`src/rtl/keypad_load_encoder_if.sv`:
```
// Parallel-load bus between the keypad encoder (master) and the countdown timer (slave).
// Carries the BCD digit, its load strobe, the 1 Hz tick and the entry digit count.
interface keypad_load_encoder_if;
  logic [3:0] D;
  logic       loadn;
  logic       pgt_1Hz;
  logic [1:0] digits;

  modport master (
    output D,
    output loadn,
    output pgt_1Hz,
    output digits
  );

  modport slave (
    input D,
    input loadn,
    input pgt_1Hz,
    input digits
  );
endinterface

```
`src/rtl/keypad_load_encoder.sv`:
```
// Keypad writer for the microwave timer: synchronizes and debounces a one-hot keypad,
// strobes each accepted BCD digit onto the load bus, and generates the 1 Hz tick.
module keypad_load_encoder #(
  parameter int DEBOUNCE_CYCLES = 500000,
  parameter int TICK_DIV        = 50000000,
  parameter int MAX_DIGITS      = 3
) (
  input  logic                         clock,
  input  logic                         clearn,
  input  logic [9:0]                   keypad,
  input  logic                         enablen,
  keypad_load_encoder_if.master        load_bus
);

  localparam int DB_W = (DEBOUNCE_CYCLES > 2) ? $clog2(DEBOUNCE_CYCLES) : 1;
  localparam int TK_W = (TICK_DIV > 2) ? $clog2(TICK_DIV) : 1;
  localparam logic [DB_W-1:0] DB_LAST    = DB_W'(DEBOUNCE_CYCLES - 1);
  localparam logic [TK_W-1:0] TICK_LAST  = TK_W'(TICK_DIV - 1);
  localparam logic [1:0]      DIGITS_MAX = 2'(MAX_DIGITS);

  typedef enum logic [1:0] {
    IDLE,
    DEBOUNCE,
    LOAD,
    RELEASE
  } state_t;

  function automatic logic is_onehot(input logic [9:0] k);
    return (k != 10'd0) && ((k & (k - 10'd1)) == 10'd0);
  endfunction

  function automatic logic [3:0] onehot_code(input logic [9:0] k);
    logic [3:0] code;
    code = 4'd0;
    for (int i = 0; i < 10; i++) begin
      if (k[i]) code = 4'(i);
    end
    return code;
  endfunction

  logic [9:0]      key_p0;
  logic [9:0]      key_p1;
  logic            ks_valid;
  logic [3:0]      ks_code;

  state_t          state;
  logic [DB_W-1:0] db_cnt;
  logic [9:0]      cap_key;
  logic [3:0]      cap_code;
  logic [3:0]      d_r;
  logic            loadn_r;
  logic [1:0]      digits_r;

  logic [TK_W-1:0] tick_cnt;
  logic            tick_r;

  // Stage p0/p1: two-flop synchronizer for the asynchronous keypad
  always_ff @(posedge clock or negedge clearn) begin
    if (!clearn) begin
      key_p0 <= 10'd0;
      key_p1 <= 10'd0;
    end else begin
      key_p0 <= keypad;
      key_p1 <= key_p0;
    end
  end

  assign ks_valid = is_onehot(key_p1);
  assign ks_code  = onehot_code(key_p1);

  // Stage FSM: acquire, debounce, strobe, then wait for a clean release
  always_ff @(posedge clock or negedge clearn) begin
    if (!clearn) begin
      state    <= IDLE;
      db_cnt   <= '0;
      cap_key  <= 10'd0;
      cap_code <= 4'd0;
      d_r      <= 4'd0;
      loadn_r  <= 1'b1;
      digits_r <= 2'd0;
    end else begin
      loadn_r <= 1'b1;
      case (state)
        IDLE: begin
          if (!enablen && ks_valid) begin
            db_cnt <= '0;
            if (digits_r < DIGITS_MAX) begin
              cap_key  <= key_p1;
              cap_code <= ks_code;
              state    <= DEBOUNCE;
            end else begin
              state <= RELEASE;
            end
          end
        end
        DEBOUNCE: begin
          if ((key_p1 != cap_key) || enablen) begin
            state <= IDLE;
          end else if (db_cnt == DB_LAST) begin
            // Outputs are registered here so the strobe coincides with the LOAD state
            state    <= LOAD;
            loadn_r  <= 1'b0;
            d_r      <= cap_code;
            digits_r <= digits_r + 2'd1;
          end else begin
            db_cnt <= db_cnt + 1'b1;
          end
        end
        LOAD: begin
          state  <= RELEASE;
          db_cnt <= '0;
        end
        RELEASE: begin
          if (key_p1 != 10'd0) begin
            db_cnt <= '0;
          end else if (db_cnt == DB_LAST) begin
            state <= IDLE;
          end else begin
            db_cnt <= db_cnt + 1'b1;
          end
        end
        default: state <= IDLE;
      endcase
      // Magnetron on starts a fresh entry regardless of FSM state
      if (enablen) digits_r <= 2'd0;
    end
  end

  // Stage tick: free-running prescaler, pulse registered one cycle after the last count
  always_ff @(posedge clock or negedge clearn) begin
    if (!clearn) begin
      tick_cnt <= '0;
      tick_r   <= 1'b0;
    end else begin
      tick_r <= (tick_cnt == TICK_LAST);
      if (tick_cnt == TICK_LAST) tick_cnt <= '0;
      else                       tick_cnt <= tick_cnt + 1'b1;
    end
  end

  assign load_bus.D       = d_r;
  assign load_bus.loadn   = loadn_r;
  assign load_bus.digits  = digits_r;
  assign load_bus.pgt_1Hz = tick_r;

endmodule

```
`src/flat_wrapper.sv`:
```
// flat-port wrapper written by rule: the top's interface ports become plain ports
module keypad_load_encoder_flat 
#(
  parameter int DEBOUNCE_CYCLES = 500000,
  parameter int TICK_DIV        = 50000000,
  parameter int MAX_DIGITS      = 3
)
  (clock, clearn, keypad, enablen, load_bus_D, load_bus_loadn, load_bus_pgt_1Hz, load_bus_digits);
  keypad_load_encoder_if load_bus_i ();
  input  logic clock;
  input  logic clearn;
  input  logic [9:0] keypad;
  input  logic enablen;
  output wire logic [$bits(load_bus_i.D)-1:0] load_bus_D;
  output wire logic [$bits(load_bus_i.loadn)-1:0] load_bus_loadn;
  output wire logic [$bits(load_bus_i.pgt_1Hz)-1:0] load_bus_pgt_1Hz;
  output wire logic [$bits(load_bus_i.digits)-1:0] load_bus_digits;
  assign load_bus_D = load_bus_i.D;
  assign load_bus_loadn = load_bus_i.loadn;
  assign load_bus_pgt_1Hz = load_bus_i.pgt_1Hz;
  assign load_bus_digits = load_bus_i.digits;
  keypad_load_encoder #(.DEBOUNCE_CYCLES(DEBOUNCE_CYCLES), .TICK_DIV(TICK_DIV), .MAX_DIGITS(MAX_DIGITS)) u_core (.clock(clock), .clearn(clearn), .keypad(keypad), .enablen(enablen), .load_bus(load_bus_i));
endmodule
```
`config.mk`:
```
export PLATFORM = sky130hd
export DESIGN_NAME = keypad_load_encoder_flat
export DESIGN_NICKNAME = d
export VERILOG_FILES = /design/src/rtl/keypad_load_encoder_if.sv /design/src/rtl/keypad_load_encoder.sv /design/src/flat_wrapper.sv
export SDC_FILE = /design/constraint.sdc
export NUM_CORES = 1
export LEC_CHECK = 0
export CORE_UTILIZATION = 29
export DETAILED_ROUTE_END_ITERATION = 8
export SLEW_MARGIN = 20
export SYNTH_ARGS = -nofsm -noshare
export SYNTH_HDL_FRONTEND = slang
export SYNTH_SLANG_ARGS = --single-unit
export TNS_END_PERCENT = 50
```
`constraint.sdc`:
```
create_clock -name clock -period 7.45 [get_ports clock]
set_input_delay 1.8625 -clock clock [delete_from_list [all_inputs] [get_ports clock]]
set_output_delay 1.8625 -clock clock [all_outputs]
set_load 0.01 [all_outputs]
```
==> results of run 1 <==
==> metal layers <==
metal  routed length [um]  global-route usage, %
met2                 3500                   17.2
met5                    0                      0
met4                  195                   6.94
met1                 3800                   15.8
met3                  349                   2.82
==> worst max-delay path by stage <==
| stage | start | to | cells after the start |
|---|---|---|---|
| final | enablen | u_core.cap_key[0] | 6 |
| after global routing | enablen | u_core.cap_key[0] | 6 |
| after CTS | enablen | u_core.cap_key[0] | 6 |
| after detailed placement | enablen | u_core.cap_key[0] | 6 |
| after global placement | enablen | u_core.cap_code[3] | 6 |
| after floorplan | enablen | u_core.cap_code[0] | 7 |
==> stage by stage <==
stage	hold slack, ns	total power [mW]	util [%]	instance area [sq um]
2_1_floorplan	0.331	0.542	-	4110
6_report	0.346	0.965	34.2	4750
3_3_place_gp	0.332	0.563	32.3	4480
4_1_cts	0.347	0.981	34.2	4750
3_5_place_dp	0.335	0.565	32.3	4480
5_1_grt	0.353	1.01	34.2	4750
==> final cells by class <==
class | instances | share of cell area (%)
inverter | 9 | 0.711
clock buffer | 14 | 5.35
timing repair buffer | 22 | 4.48
sequential | 89 | 46.9
multi-input combinational | 271 | 37.5
tap | 180 | 4.74
clock inverter | 2 | 0.290
==> cell usage in the layout (no fill, tap or decap), types with 10 or more instances in the layout <==
master           instances
nand4_1                 10
a31oi_1                 15
nand3_1                 27
mux2_4                  10
nor2_1                  29
clkdlybuf4s50_1         19
nand2_1                 32
a21oi_1                 20
xnor2_1                 22
and3_1                  11
nor3_1                  11
dfrtp_1                 88
xor2_1                  13
==> state kept, by name, summed over array words and instances, names as in the netlist <==
name and cells:
u_core.key_p0 10, u_core.db_cnt 19, u_core.key_p1 10, u_core.state 2
u_core.load_bus.loadn 1, u_core.tick_cnt 26, u_core.cap_key 10, u_core.load_bus.D 4
u_core.load_bus.pgt_1Hz 1, u_core.load_bus.digits 2, u_core.cap_code 4
==> cells by family (layout without fill, tap and decap cells) <==
logic type               count (synthesis)  in the layout  synth area share, %
adder cells (fa/ha/maj)                  3              3                0.913
AO/OA/AOI/OAI                           64             64                 9.74
multiplexers                            19             19                 6.08
AND/OR/NAND/NOR                        150            150                 19.0
buffers and inverters                   24             47                 2.62
flip-flops                              89             89                 54.2
XOR/XNOR                                35             35                 7.45
==> where the power goes <==
part | leakage (nW) | internal (mW) | switching (mW)
Combinational | 0.730 | 0.0218 | 0.0209
Sequential | 1.17 | 0.498 | 0.0151
Clock | 0.131 | 0.235 | 0.174
==> critical path, delay by kind of cell <==
kind / cells / cell delay, ns
buf+inv: 1 / 0.49
compound gates: 1 / 0.15
mux: 1 / 0.45
simple gates: 3 / 1.19
==> out/metrics.cfg, run 1 <==
[status]
outcome = finished clean

[global_route]
grt_start_max_net_pins = 78
grt_pass1_wl_um = 13300
grt_remaining_overflow = 0
antenna_found_initial = 0
globalRouteTotalUtil_pct = 11.8
grt_pass1_vias = 2755

[run]
drv_cap = 0

[logic_synthesis]
ys_seq_area_share_pct = 54.2
syn_avg_cell_area_sq_um = 10.7
synth_edf_count = 0
synth_area_leaders = dfrtp_1 54%, xnor2_1 4.7%, mux2_4 3.7%, nand3_1 3.3%, nand2_1 2.9%
syn_nets = 400
synth_top_area_share_pct = 53.5
syn-cell-area_sq_um = 4110
synth_common_cells = 88 x dfrtp_1, 32 x nand2_1, 29 x nor2_1
synth_cells = 384
synth_ff_type = dfrtp_1
ys_ff_latch = 89
ys_types = 50
synth.largest_area_cell = dfrtp_1
synth-async-reset-ratio_pct = 100
synth_warnings = 0
synth_most_common_cell = dfrtp_1

[sta]
fin_tns_setup_ns = 0
drv_slew = 0
slew_headroom_pct = 36.9
setup_slack_ns = 3.52
min_period_over_period_pct = 52.7
tightest_slew_ns = 0.947
hold_viol_final = 0
rsz0062_at_grt = no
finClkSkew_ns = 0.00713
min_period_ns = 3.93
setup_viol = 0
fmax_mhz = 254

[cts]
cts_sinks = 89
clk_latency_ns = 0.34
cts_buffers = 9
postCtsHoldBufs = 0
clk_path_buf_depth = 2
htreeDepth = 3
cts_tree = done
post_cts.repair.setup_buffers = 0
cts_resized = 0
clk_pin_slew_worst_paths_ns = 0.06
cts_root_buffer = clkbuf_16

[pwr]
power.density_nw_per_um2 = 203
p_leak_nw = 2.03
worst_ir_drop_vdd_mv = 0.121

[place]
hpwl_um = 5360
dp_slack_ns = 3.16
dp.cells = 571
portBuffers = 20
routabilityCongestion = 0.801

[worst_setup_path]
crit_chain = clkdlybuf4s50_1, a21oi_1, nand2_1, or3_1, or4_1, mux2_1
timing.rr.end = u_core.cap_key[0]
critical_path.max_fanout = 14
r2r_slack_ns = 4.45
worst-setup-path-type = primary input to flip-flop
critPathSlowestCell = or4_1
slowest_delay_ns = 0.80
r2r-start = u_core.key_p1[3]
start_kind = primary input
required_ns = 7.67
crit_path_end_kind = flip-flop
arrival_ns = 4.15
ff2ff_path_depth = 6

[min_path]
hold_path_depth = 0
hold_end = u_core.key_p1[5]
hp-class = flip-flop to flip-flop
hold_start = u_core.key_p0[5]

[cells_and_area]
areaGrowthSynthToFinish_pct = 15.5
fin_nets = 418
n_antenna_cell = 0
seqCellArea_sq_um = 2230
multi_input_area_sq_um = 1780
fin_cells = 587
nFillCells = 1418
final_layout_size_suffix_gt1_share_pct = 7.86

[routing]
firstDrtPassIters = 4
vias_per_cell = 4.91
drtIter0Drc = 142
drc = 0
drt_wl_total_um = 7840
ant_nets = 0
drt-wirelength-per-cell_um = 13.4
vias = 2881

[floorplanning]
core_sq_um = 13900
row_count = 43
start_util_pct = 29.6
die_area_sq_um = 14700
fp.dieW_um = 121
ios = 21
die_height_um = 121

Note: power is estimated with default switching activity, not from simulation.
==> run 2, diff against run 1 <==
==> constraint.sdc (replaced) <==
create_clock -name clock -period 3.51 [get_ports clock]
set_input_delay 0.8775 -clock clock [delete_from_list [all_inputs] [get_ports clock]]
set_output_delay 0.8775 -clock clock [all_outputs]
set_load 0.01 [all_outputs]
==> run 2 against run 1 <==
Effect of this change:
- clock power grew 130%
- sequential share of layout area shrank 0.31 points
- cell count grew 0.17%
- critical path depth grew 1
- combinational power grew 110%
- hold slack is essentially flat
- setup slack lost 2.8 ns
- non-clock buffer count grew 1
- clock skew shrank 0.0013 ns
- cell area grew 0.66%
- flip-flop and latch count is the same
- critical path type is now flip-flop to flip-flop
==> out/metrics.cfg, run 2 (synthesized netlist as in run 1, its figures left out) <==
[floorplanning]
fp.dieW_um = 121
die_height_um = 121
core_sq_um = 13900
die_area_sq_um = 14700
row_count = 43
ios = 21
start_util_pct = 29.6

[sta]
fmax_mhz = 364
setup_viol = 0
tightest_slew_ns = 0.731
min_period_ns = 2.74
drv_slew = 0
fin_tns_setup_ns = 0
hold_viol_final = 0
timing.hold.ws_ns = 0.346
finClkSkew_ns = 0.00587
min_period_over_period_pct = 78.2
slew_headroom_pct = 50.8
rsz0062_at_grt = no

[cells_and_area]
areaGrowthSynthToFinish_pct = 16.3
top_regs = u_core.tick_cnt x26, u_core.db_cnt x19
nFillCells = 1406
regMostFlops = u_core.tick_cnt
multi_input_area_sq_um = 1780
final_cell_mix = 88 x dfrtp_1, 32 x nand2_1, 29 x nor2_1
largest_reg_flops = 26
final_common_cell = dfrtp_1
fin_cells = 588
seqCellArea_sq_um = 2230
fin_nets = 419
final_layout_size_suffix_gt1_share_pct = 8.82
n_antenna_cell = 0

[worst_setup_path]
timing.rr.end = u_core.cap_key[9]
r2r-start = u_core.key_p1[3]
slowest_delay_ns = 0.48
ff2ff_path_depth = 7
worst-setup-path-type = flip-flop to flip-flop
critical_path.max_fanout = 14
cp_num_buf_inv = 1
arrival_ns = 2.96
r2r_slack_ns = 0.77
critPathSlowestCell = dfrtp_1
crit_path_end_kind = flip-flop
required_ns = 3.73
path_delay_family = simple AND/OR/NAND/NOR gates
crit_chain = nor4_4, o211ai_1, and3b_1, or3_1, or4_1, buf_4, mux2_1
start_kind = flip-flop

[pwr]
worst_ir_drop_vdd_mv = 0.290
p_total_mw = 2.12
power.density_nw_per_um2 = 443
p_leak_nw = 2.05

[cts]
cts_tree = done
clk_latency_ns = 0.34
postCtsHoldBufs = 0
htreeDepth = 3
post_cts.repair.setup_buffers = 0
clk_pin_slew_worst_paths_ns = 0.06
cts_resized = 0
cts_root_buffer = clkbuf_16
cts_sinks = 89
cts_buffers = 9
clk_path_buf_depth = 2

[global_route]
grt_start_max_net_pins = 83
grt_remaining_overflow = 0
grt_pass1_wl_um = 14200
antenna_found_initial = 0
grt_pass1_vias = 2946
globalRouteTotalUtil_pct = 12.4

[routing]
routed.top_layer = met4
wl_met1_um = 3900
firstDrtPassIters = 4
drtIter0Drc = 140
vias_per_cell = 4.89
vias = 2874
drt-wirelength-per-cell_um = 13.7
ant_nets = 0
drc = 0
met2WireLength_um = 3690
wl_met3_um = 355
drt_wl_total_um = 8060

[min_path]
hp-class = flip-flop to flip-flop
hold_end = u_core.key_p1[3]
hold_start = u_core.key_p0[3]
hold_path_depth = 0

[place]
dp.cells = 572
hpwl_um = 5610
portBuffers = 20
routabilityCongestion = 0.803

[run]
drv_cap = 0

[status]
outcome = finished clean

## run 2: cell count changes in the layout (fill, tap and decap cells not counted), sizes merged
cell / delta
buf: +1
bufinv: +1
clkbuf: -4
clkinv: +3
## run 2: worst max-delay path by stage
stage	slack, ns	endpoint	startpoint	depth (start not counted)
after CTS	0.74	u_core.cap_key[9]	u_core.key_p1[3]	7
final	0.77	u_core.cap_key[9]	u_core.key_p1[3]	7
after floorplan	0.91	u_core.cap_code[0]	u_core.key_p1[3]	8
after detailed placement	0.50	u_core.cap_key[9]	enablen	7
after global routing	0.66	u_core.cap_code[3]	u_core.key_p1[3]	7
after global placement	0.54	u_core.cap_code[3]	enablen	7
## run 2: metrics by stage
step	worst slack [ns]	util [%]	area, sq um
6_report	0.766	34.5	4780
5_1_grt	0.662	34.5	4780
4_1_cts	0.739	34.4	4780
3_5_place_dp	0.503	32.4	4490
3_3_place_gp	0.541	32.4	4490
2_1_floorplan	0.912	-	4110
## run 2: area by class of cell
cell class	instances	area share, %
inverter	9	0.706
tap	180	4.71
multi-input combinational	271	37.3
clock buffer	10	4.79
timing repair buffer	23	4.68
sequential	89	46.6
clock inverter	6	1.23
## run 2: where the power goes
group,internal [mW],switching [mW],total [mW]
registers,1.06,0.0335,1.09
logic,0.0467,0.0441,0.0908
clock network,0.548,0.388,0.936
## run 2: per-layer routing
layer / vias to the layer above / GRT usage, %
met4: 0 / 4.94
met2: 59 / 19.5
met5: - / 0
met1: 1386 / 16.1
met3: 10 / 3.43
li1: 1419 / -
==> run 3, diff against run 2 <==
==> constraint.sdc (replaced) <==
create_clock -name clock -period 2.6 [get_ports clock]
set_input_delay 0.65 -clock clock [delete_from_list [all_inputs] [get_ports clock]]
set_output_delay 0.65 -clock clock [all_outputs]
set_load 0.01 [all_outputs]
==> run 3 against run 2 <==
Effect of this change:
- clock skew about the same
- maximum frequency up 7.8%
- register-to-register slack worse by 0.71 ns
- flip-flop and latch count unchanged
- die area unchanged
- cell count up 3.9%
- power up 34%
- via count up 3.1%
- highest routed layer unchanged
==> out/metrics.cfg, run 3 (synthesized netlist as in run 1, its figures left out) <==
[worst_setup_path]
cp_num_buf_inv = 1
path_delay_family = simple AND/OR/NAND/NOR gates
required_ns = 2.82
slowest_delay_ns = 0.43
arrival_ns = 2.77
crit_path_end_kind = flip-flop
worst-setup-path-type = flip-flop to flip-flop
crit_chain = nor4_4, o211ai_1, and3b_1, or3_4, or4_4, buf_12, mux2_1
start_kind = flip-flop
critPathSlowestCell = or4_4
critical_path.max_fanout = 14

[sta]
finClkSkew_ns = 0.00548
timing.hold.ws_ns = 0.231
tightest_slew_ns = 0.601
fmax_mhz = 393
rsz0062_at_grt = yes
hold_viol_final = 0
setup_viol = 0
min_period_ns = 2.55
fin_tns_setup_ns = 0
drv_slew = 0
min_period_over_period_pct = 97.9
slew_headroom_pct = 59.5
setup_slack_ns = 0.0541

[routing]
drt-wirelength-per-cell_um = 13.5
drc = 0
drt_wl_total_um = 8220
ant_nets = 0
drtIter0Drc = 156
vias = 2962
vias_per_cell = 4.85
firstDrtPassIters = 4

[status]
outcome = finished clean

[cells_and_area]
areaGrowthSynthToFinish_pct = 21.7
fin_nets = 442
regMostFlops = u_core.tick_cnt
final_cell_area_sq_um = 5010
n_antenna_cell = 0
fin_util_pct = 36.1
final_common_cell = dfrtp_1
top_regs = u_core.tick_cnt x26, u_core.db_cnt x19
largest_reg_flops = 26
final_layout_size_suffix_gt1_share_pct = 14.8
final_cell_mix = 88 x dfrtp_1, 32 x nand2_1, 29 x nor2_1

[floorplanning]
fp.dieW_um = 121
die_height_um = 121
core_sq_um = 13900
die_area_sq_um = 14700
start_util_pct = 29.6
row_count = 43
ios = 21

[place]
routabilityCongestion = 0.782
dp_slack_ns = -0.0957
portBuffers = 20
placed_area_sq_um = 4680
hpwl_um = 5820

[min_path]
hp-class = primary input to async pin

[cts]
postCtsHoldBufs = 0
htreeDepth = 3
clk_latency_ns = 0.34
cts_tree = done
clk_pin_slew_worst_paths_ns = 0.06
cts_sinks = 89
clk_path_buf_depth = 2
cts_buffers = 9
cts_root_buffer = clkbuf_16

[pwr]
swShare_pct = 22.4
power.density_nw_per_um2 = 568
worst_ir_drop_vdd_mv = 0.260
power_frac_seq_pct = 51.3
p_leak_nw = 2.17
internal_power_mw = 2.21
combPwrFrac_pct = 5.5
clkPwrFrac_pct = 43.2
power_switching_uw = 638

[global_route]
grt_remaining_overflow = 0
grt_start_max_net_pins = 45
globalRouteTotalUtil_pct = 12.5
grt_pass1_wl_um = 14400
antenna_found_initial = 0
grt_pass1_vias = 2890

[run]
drv_cap = 0

[run 3: layout make-up]
type	count	area, sq um
Sequential cell	89	2230
Clock inverter	4	27.5
Fill cell	1385	8870
Tap cell	180	225
Timing Repair Buffer	46	430
Inverter	9	33.8
Clock buffer	12	256
Multi-Input combinational cell	271	1800
[run 3: final timing paths]
path                                   from               endpoint  slack (ns)  cells after the start
setup / recovery           u_core.key_p1[3]      u_core.cap_key[0]        0.05                      7
hold / removal                       clearn      u_core.db_cnt[14]        0.23                      1
setup reg to reg           u_core.key_p1[3]      u_core.cap_key[0]        0.05                      7
hold reg to reg            u_core.key_p0[2]       u_core.key_p1[2]        0.35                      0
max in group asynchronous            clearn  u_core.load_bus.loadn        1.77                      2
min in group clock         u_core.key_p0[2]       u_core.key_p1[2]        0.35                      0
[run 3: power groups by stage]
stage,logic (mW),registers [mW],clock network [mW]
after floorplan,0.0782,1.48,0
final,0.155,1.46,1.23
after CTS,0.156,1.46,1.27
after detailed placement,0.156,1.48,0
after global placement,0.152,1.48,0
after global routing,0.174,1.46,1.33
[run 3: stage by stage]
step	power, mW	instances
final	2.84	611
after global routing	2.97	611
after CTS	2.88	610
after detailed placement	1.64	594
after global placement	1.64	594
after floorplan	1.55	384
[run 3: metal layers]
layer / global-route usage [%] / routed length (um) / part of all wire (%)
met3: 2.58 / 268 / 3.3
met4: 5.79 / 141 / 1.7
met2: 20.0 / 3890 / 47
met1: 16.3 / 3920 / 48
met5: 0 / 0 / 0
[run 3: worst register-to-register path, delay by kind of cell (launching register included)]
family	cells	cell delay, ns
simple gates	4	1.39
mux	1	0.31
buf+inv	1	0.17
flops	1	0.40
compound gates	1	0.15
[run 3: what timing repair did]
action / 4_1_cts / 5_1_grt
resized for setup: 2 / 6
pin swaps: 1 / 3
setup endpoints to repair: 14 / 14
buffers inserted: 0 / 1
